[src/rtl/gpu_sched_pkg.sv]
// Shared types and sizing helpers for the warp dispatcher.
package gpu_sched_pkg;

    typedef enum logic [1:0] {
        IDLE  = 2'd0,
        ISSUE = 2'd1,
        DRAIN = 2'd2,
        DONE  = 2'd3
    } disp_state_t;

    localparam int DEF_THREADS_PER_BLOCK = 16;
    localparam int DEF_WARP_SIZE         = 4;

    function automatic int calc_num_warps(int threads_per_block, int warp_size);
        return threads_per_block / warp_size;
    endfunction

    function automatic int calc_wid_w(int num_warps);
        return (num_warps > 1) ? $clog2(num_warps) : 1;
    endfunction

    function automatic int calc_tc_w(int threads_per_block);
        return $clog2(threads_per_block) + 1;
    endfunction

    function automatic int warps_needed(int count, int warp_size);
        return (count + warp_size - 1) / warp_size;
    endfunction

endpackage

[src/rtl/lane_mask_gen.sv]
// Per-lane active mask for a warp starting at thread index base within a block of count threads.
module lane_mask_gen #(
    parameter int WARP_SIZE = 4,
    parameter int TC_W      = 5
) (
    input  logic [TC_W-2:0]      base,
    input  logic [TC_W-1:0]      count,
    output logic [WARP_SIZE-1:0] mask
);

    always_comb begin
        mask = '0;
        for (int l = 0; l < WARP_SIZE; l++) begin
            mask[l] = ({1'b0, base} + TC_W'(l)) < count;
        end
    end

endmodule

[src/rtl/warp_dispatcher.sv]
// Splits a block launch into warps, issues them over valid/ready and tracks retirement.
// Optional perf counters are built only when WARP_DISPATCH_PERF_EN is defined.
module warp_dispatcher
    import gpu_sched_pkg::*;
#(
    parameter int  THREADS_PER_BLOCK = DEF_THREADS_PER_BLOCK,
    parameter int  WARP_SIZE         = DEF_WARP_SIZE,
    localparam int NUM_WARPS         = calc_num_warps(THREADS_PER_BLOCK, WARP_SIZE),
    localparam int WID_W             = calc_wid_w(NUM_WARPS),
    localparam int TC_W              = calc_tc_w(THREADS_PER_BLOCK)
) (
    input  logic                 clk,
    input  logic                 reset,
    input  logic                 start,
    input  logic [TC_W-1:0]      thread_count,
    output logic                 busy,
    output logic                 done,
    output logic                 warp_valid,
    input  logic                 warp_ready,
    output logic [WID_W-1:0]     warp_id,
    output logic [TC_W-2:0]      warp_base,
    output logic [WARP_SIZE-1:0] warp_mask,
    input  logic                 warp_retire,
    output logic [31:0]          stall_cycles,
    output logic [31:0]          block_cycles
);

    disp_state_t          state, nxt;
    logic [TC_W-1:0]      count_q, issued, outstanding;
    logic [TC_W-1:0]      clamped, gen_count, last_id;
    logic [TC_W-2:0]      gen_base;
    logic [WARP_SIZE-1:0] gen_mask;
    logic                 accept, hs, last;

    assign clamped   = (thread_count > TC_W'(THREADS_PER_BLOCK)) ? TC_W'(THREADS_PER_BLOCK) : thread_count;
    // busy still covers the done pulse cycle, so a start there is not taken
    assign accept    = (state == IDLE) && start && !busy;
    assign hs        = warp_valid && warp_ready;
    assign last_id   = TC_W'(warps_needed(int'(count_q), WARP_SIZE) - 1);
    assign last      = (issued == last_id);
    assign gen_base  = accept ? '0 : warp_base + (TC_W-1)'(WARP_SIZE);
    assign gen_count = accept ? clamped : count_q;

    lane_mask_gen #(.WARP_SIZE(WARP_SIZE), .TC_W(TC_W)) u_mask (
        .base  (gen_base),
        .count (gen_count),
        .mask  (gen_mask)
    );

    always_comb begin
        nxt = state;
        case (state)
            IDLE:    if (accept) nxt = (clamped == '0) ? DONE : ISSUE;
            ISSUE:   if (hs && last) nxt = DRAIN;
            DRAIN:   if (outstanding == '0 || (outstanding == TC_W'(1) && warp_retire)) nxt = DONE;
            default: nxt = IDLE;
        endcase
    end

    always_ff @(posedge clk or posedge reset) begin
        if (reset) begin
            state       <= IDLE;
            busy        <= 1'b0;
            done        <= 1'b0;
            warp_valid  <= 1'b0;
            warp_id     <= '0;
            warp_base   <= '0;
            warp_mask   <= '0;
            count_q     <= '0;
            issued      <= '0;
            outstanding <= '0;
        end else begin
            state      <= nxt;
            busy       <= (nxt != IDLE) || (state == DONE);
            done       <= (state == DONE);
            warp_valid <= (nxt == ISSUE);
            if (accept) begin
                count_q <= clamped;
                issued  <= '0;
            end else if (hs) begin
                issued <= issued + TC_W'(1);
            end
            if (accept || (hs && !last)) begin
                warp_id   <= accept ? '0 : warp_id + WID_W'(1);
                warp_base <= gen_base;
                warp_mask <= gen_mask;
            end
            // a retire coinciding with a handshake cancels out
            if (hs && !warp_retire) begin
                outstanding <= outstanding + TC_W'(1);
            end else if (!hs && warp_retire && outstanding != '0) begin
                outstanding <= outstanding - TC_W'(1);
            end
        end
    end

`ifdef WARP_DISPATCH_PERF_EN
    logic [31:0] stall_q, block_q;

    always_ff @(posedge clk or posedge reset) begin
        if (reset) begin
            stall_q <= '0;
            block_q <= '0;
        end else if (accept) begin
            stall_q <= '0;
            block_q <= '0;
        end else begin
            if (warp_valid && !warp_ready && stall_q != '1) stall_q <= stall_q + 32'd1;
            if (busy && block_q != '1) block_q <= block_q + 32'd1;
        end
    end

    assign stall_cycles = stall_q;
    assign block_cycles = block_q;
`else
    assign stall_cycles = '0;
    assign block_cycles = '0;
`endif

endmodule

[config.mk]
export PLATFORM = sky130hd
export DESIGN_NAME = warp_dispatcher
export DESIGN_NICKNAME = d
export VERILOG_FILES = /design/src/rtl/gpu_sched_pkg.sv /design/src/rtl/lane_mask_gen.sv /design/src/rtl/warp_dispatcher.sv
export SDC_FILE = /design/constraint.sdc
export NUM_CORES = 1
export LEC_CHECK = 0
export ABC_CLOCK_PERIOD_IN_PS = 4600
export CORE_MARGIN = 1
export CORE_UTILIZATION = 50
export DETAILED_ROUTE_END_ITERATION = 8
export PLACE_DENSITY = 0.83
export SYNTH_ARGS = -nofsm -noshare
export SYNTH_HDL_FRONTEND = slang
export SYNTH_SLANG_ARGS = --single-unit
[constraint.sdc]
create_clock -name clk -period 4.6 [get_ports clk]
set_input_delay 0.46 -clock clk [delete_from_list [all_inputs] [get_ports clk]]
set_output_delay 0.46 -clock clk [all_outputs]
set_load 0.01 [all_outputs]
==> qor.yml <==
status:
  status: "complete, no violations"
hold_path:
  holdPathStages: 1
  holdCritStartpoint: "outstanding[4]$_DFFE_PP0P_"
  worstHoldPathType: "reg -> reg"
  holdPathEnd: "outstanding[4]$_DFFE_PP0P_"
pwr:
  powerDensity_nw_per_um2: 686.4
  power_leakage_nw: 1.352
  ir_drop_v: 0.0003807
global_route:
  grt_use_total_pct: 21.55
  grt_antenna_before_repair: 0
  grt-ovfl-total: 0
  grt_pass1_wl_um: 8921
  grt_pass1_vias: 1902
  grt_start_max_net_pins: 31
synth:
  netlist_area_um2: 2615
  syn_inst: 300
  synthDistinctLibCells: 52
  synth_top_area_share_pct: 28.71
  yosysTopAreaCell: "dfrtp_1"
  synth-seq-area-share_pct: 28.71
  synth.area.top_cells: "dfrtp_1, buf_4, ha_1"
  ys_warn_count: 0
  syn_avg_cell_area_um2: 8.717
  ys_ff_latch: 30
worst_setup_path:
  required_ns: 4.75
  timing.rr.start: "state[1]$_DFF_PP0_"
  worstPathArrival_ns: 3.62
  reg2reg_slack_ns: 1.20
  reg2reg_to: "warp_mask[3]$_DFFE_PP0P_"
  critPathMaxFanout: 21
  end_kind: "register"
  critical_path_class: "in -> reg"
  ff2ff_path_depth: 12
  start_kind: "input pin"
place:
  hpwl_um: 3841
  place_congestion: 0.9605
  io_buffers: 22
  dpl-instance-area_um2: 2655
cts:
  cts_buffers: 5
  cts_root_buf: "clkbuf_8"
  cts_setup_buffers: 0
  clk_latency_ns: 0.29
  clkTransAtPathRegs_ns: 0.06
  post_cts_resized: 0
  ctsHoldBuffers: 0
  htree_levels: 2
  clock-sinks: 30
  clockBufferDepth: 2
  cts_tree: "done"
die:
  die_w_um: 74.32
  pin_count: 87
  dieArea_um2: 5523
  die_y_um: 74.32
  num_rows: 25
  start_util_pct: 53.59
  core-area_um2: 4880
timing:
  skew_ns: 0.003663
  max_freq_mhz: 288.2
  final.period_utilization_pct: 75.42
  relSlewSlack_pct: 51.82
  final_max_slew_viol_count: 0
  hold_viol: 0
  period_needed_ns: 3.469
  setup_tns_ns: 0
  max_slew.worst_pin.slew_ns: 0.7227
  setup_viol: 0
  rsz0062_at_grt: "no"
drt:
  vias_per_cell: 5.238
  via_count: 2043
  ant_nets: 0
  avgRoutedWirePerCell_um: 13.79
  drt_iter0_drc: 105
  wirelength_um: 5377
  drc: 0
  first_pass_iters: 4
final_layout:
  layout-drive-gt1-share_pct: 4.954
  stdcell_area_um2: 2746
  nets: 356
  area.growth.synth_to_final_pct: 5.024
  antenna_cells: 0
  fin_util_pct: 56.28
job:
  cap_violations: 0
==> power by group <==
part | switching, W | internal [W] | leakage (nW)
Sequential | 0.000157 | 0.000382 | 0.377
Combinational | 0.000637 | 0.000488 | 0.927
Clock | 0.0000997 | 0.000120 | 0.0482
Total | 0.000895 | 0.000991 | 1.35
==> stage by stage <==
stage	hold WS (ns)	cells	setup slack, ns	total power, W
3_3_place_gp	0.4581	382	1.042	0.001582
2_1_floorplan	0.4429	363	1.641	0.001382
5_1_grt	0.5012	390	0.9374	0.002049
3_5_place_dp	0.4623	382	0.9092	0.001640
6_report	0.4729	390	1.131	0.001885
4_1_cts	0.4731	390	1.207	0.001882
==> layout by cell type (no fill, tap or decap), types with 3 or more instances in the layout <==
| cell type | n |
|---|---|
| and2_1 | 4 |
| conb_1 | 64 |
| xor2_1 | 8 |
| nand3_1 | 7 |
| nor2_1 | 16 |
| o21ai_0 | 5 |
| nand2b_1 | 3 |
| a211oi_1 | 3 |
| nand4_1 | 9 |
| xnor2_1 | 8 |
| ha_1 | 24 |
| clkdlybuf4s50_1 | 22 |
| a21oi_1 | 10 |
| o211ai_1 | 6 |
| dfrtp_1 | 30 |
| inv_1 | 16 |
| nand3b_1 | 4 |
| nand2_1 | 32 |
| clkbuf_8 | 6 |
==> final cells by class <==
| class | count | area (µm²) |
|---|---|---|
| clock buffer | 7 | 86.33 |
| clock inverter | 1 | 5.005 |
| fill | 454 | 2133 |
| inverter | 16 | 60.06 |
| multi-input combinational | 245 | 1525 |
| sequential | 30 | 750.7 |
| tap | 67 | 83.83 |
| timing repair buffer | 24 | 235.2 |
==> worst max-delay path: stages <==
cell and delay (ns):
clkdlybuf4s50_1 0.48, or4b_1 0.80, nand2_1 0.34, inv_1 0.13, ha_1 0.26, a21oi_1 0.17, xnor2_1 0.11, ha_1 0.34
nand4_1 0.11, a31oi_1 0.15, nor2_1 0.08, o211ai_1 0.09, o211ai_1 0.10
==> logic make-up after synthesis <==
family	share of synthesized area (%)
other	0.1434
muxes	0.7656
and+or+nand+nor	20.86
DFF	28.71
buffers and inverters	22.25
xor gates and xnor gates	5.359
AOI/OAI and AO/OA	10.43
adders and majority gates	11.48
==> Yosys cell counts (all sizes together) <==
cell type	instances
nor4b	1
nand2	32
nor2	16
inv	16
and2	4
o22ai	2
nand4b	2
o311a	1
nand3b	4
buf	69
ha	24
a22oi	1
a21o	2
and4	1
nor3	5
xor2	8
or4b	2
nor2b	1
conb	1
dfrtp	30
nor4	3
o221ai	1
o32a	1
a211o	1
o211ai	6
nand3	7
a31oi	2
o31ai	1
a211oi	3
or3	2
nand2b	3
xnor2	8
or4	2
o31a	1
a21oi	10
mux2i	2
clkbuf	3
and3	2
o311ai	1
a41oi	1
or2	1
o21ai	7
nand4	9
nor3b	1
==> per-layer routing <==
metal,GRT usage (%),wire (µm)
met3,4.336,390
met4,10.48,122
met5,0,0
met2,35.76,2595
met1,26.88,2269
==> flip-flops by register name, summed over array words and instances, names as in the netlist <==
name and count:
busy 1, count_q 5, done 1, issued 5
outstanding 5, state 2, warp_base 4, warp_id 2
warp_mask 4, warp_valid 1
==> worst max-delay path by stage <==
| stage | from | end | slack (ns) | depth (start not counted) |
|---|---|---|---|---|
| floorplan | state[1]$_DFF_PP0_ | warp_mask[3]$_DFFE_PP0P_ | 1.64 | 14 |
| global placement | start | warp_mask[3]$_DFFE_PP0P_ | 1.04 | 13 |
| detailed placement | start | warp_mask[3]$_DFFE_PP0P_ | 0.91 | 13 |
| CTS | start | warp_mask[3]$_DFFE_PP0P_ | 1.21 | 13 |
| global route | start | warp_mask[1]$_DFFE_PP0P_ | 0.94 | 14 |
| finish | start | warp_mask[3]$_DFFE_PP0P_ | 1.13 | 13 |
(Power assumes the default switching activity.)
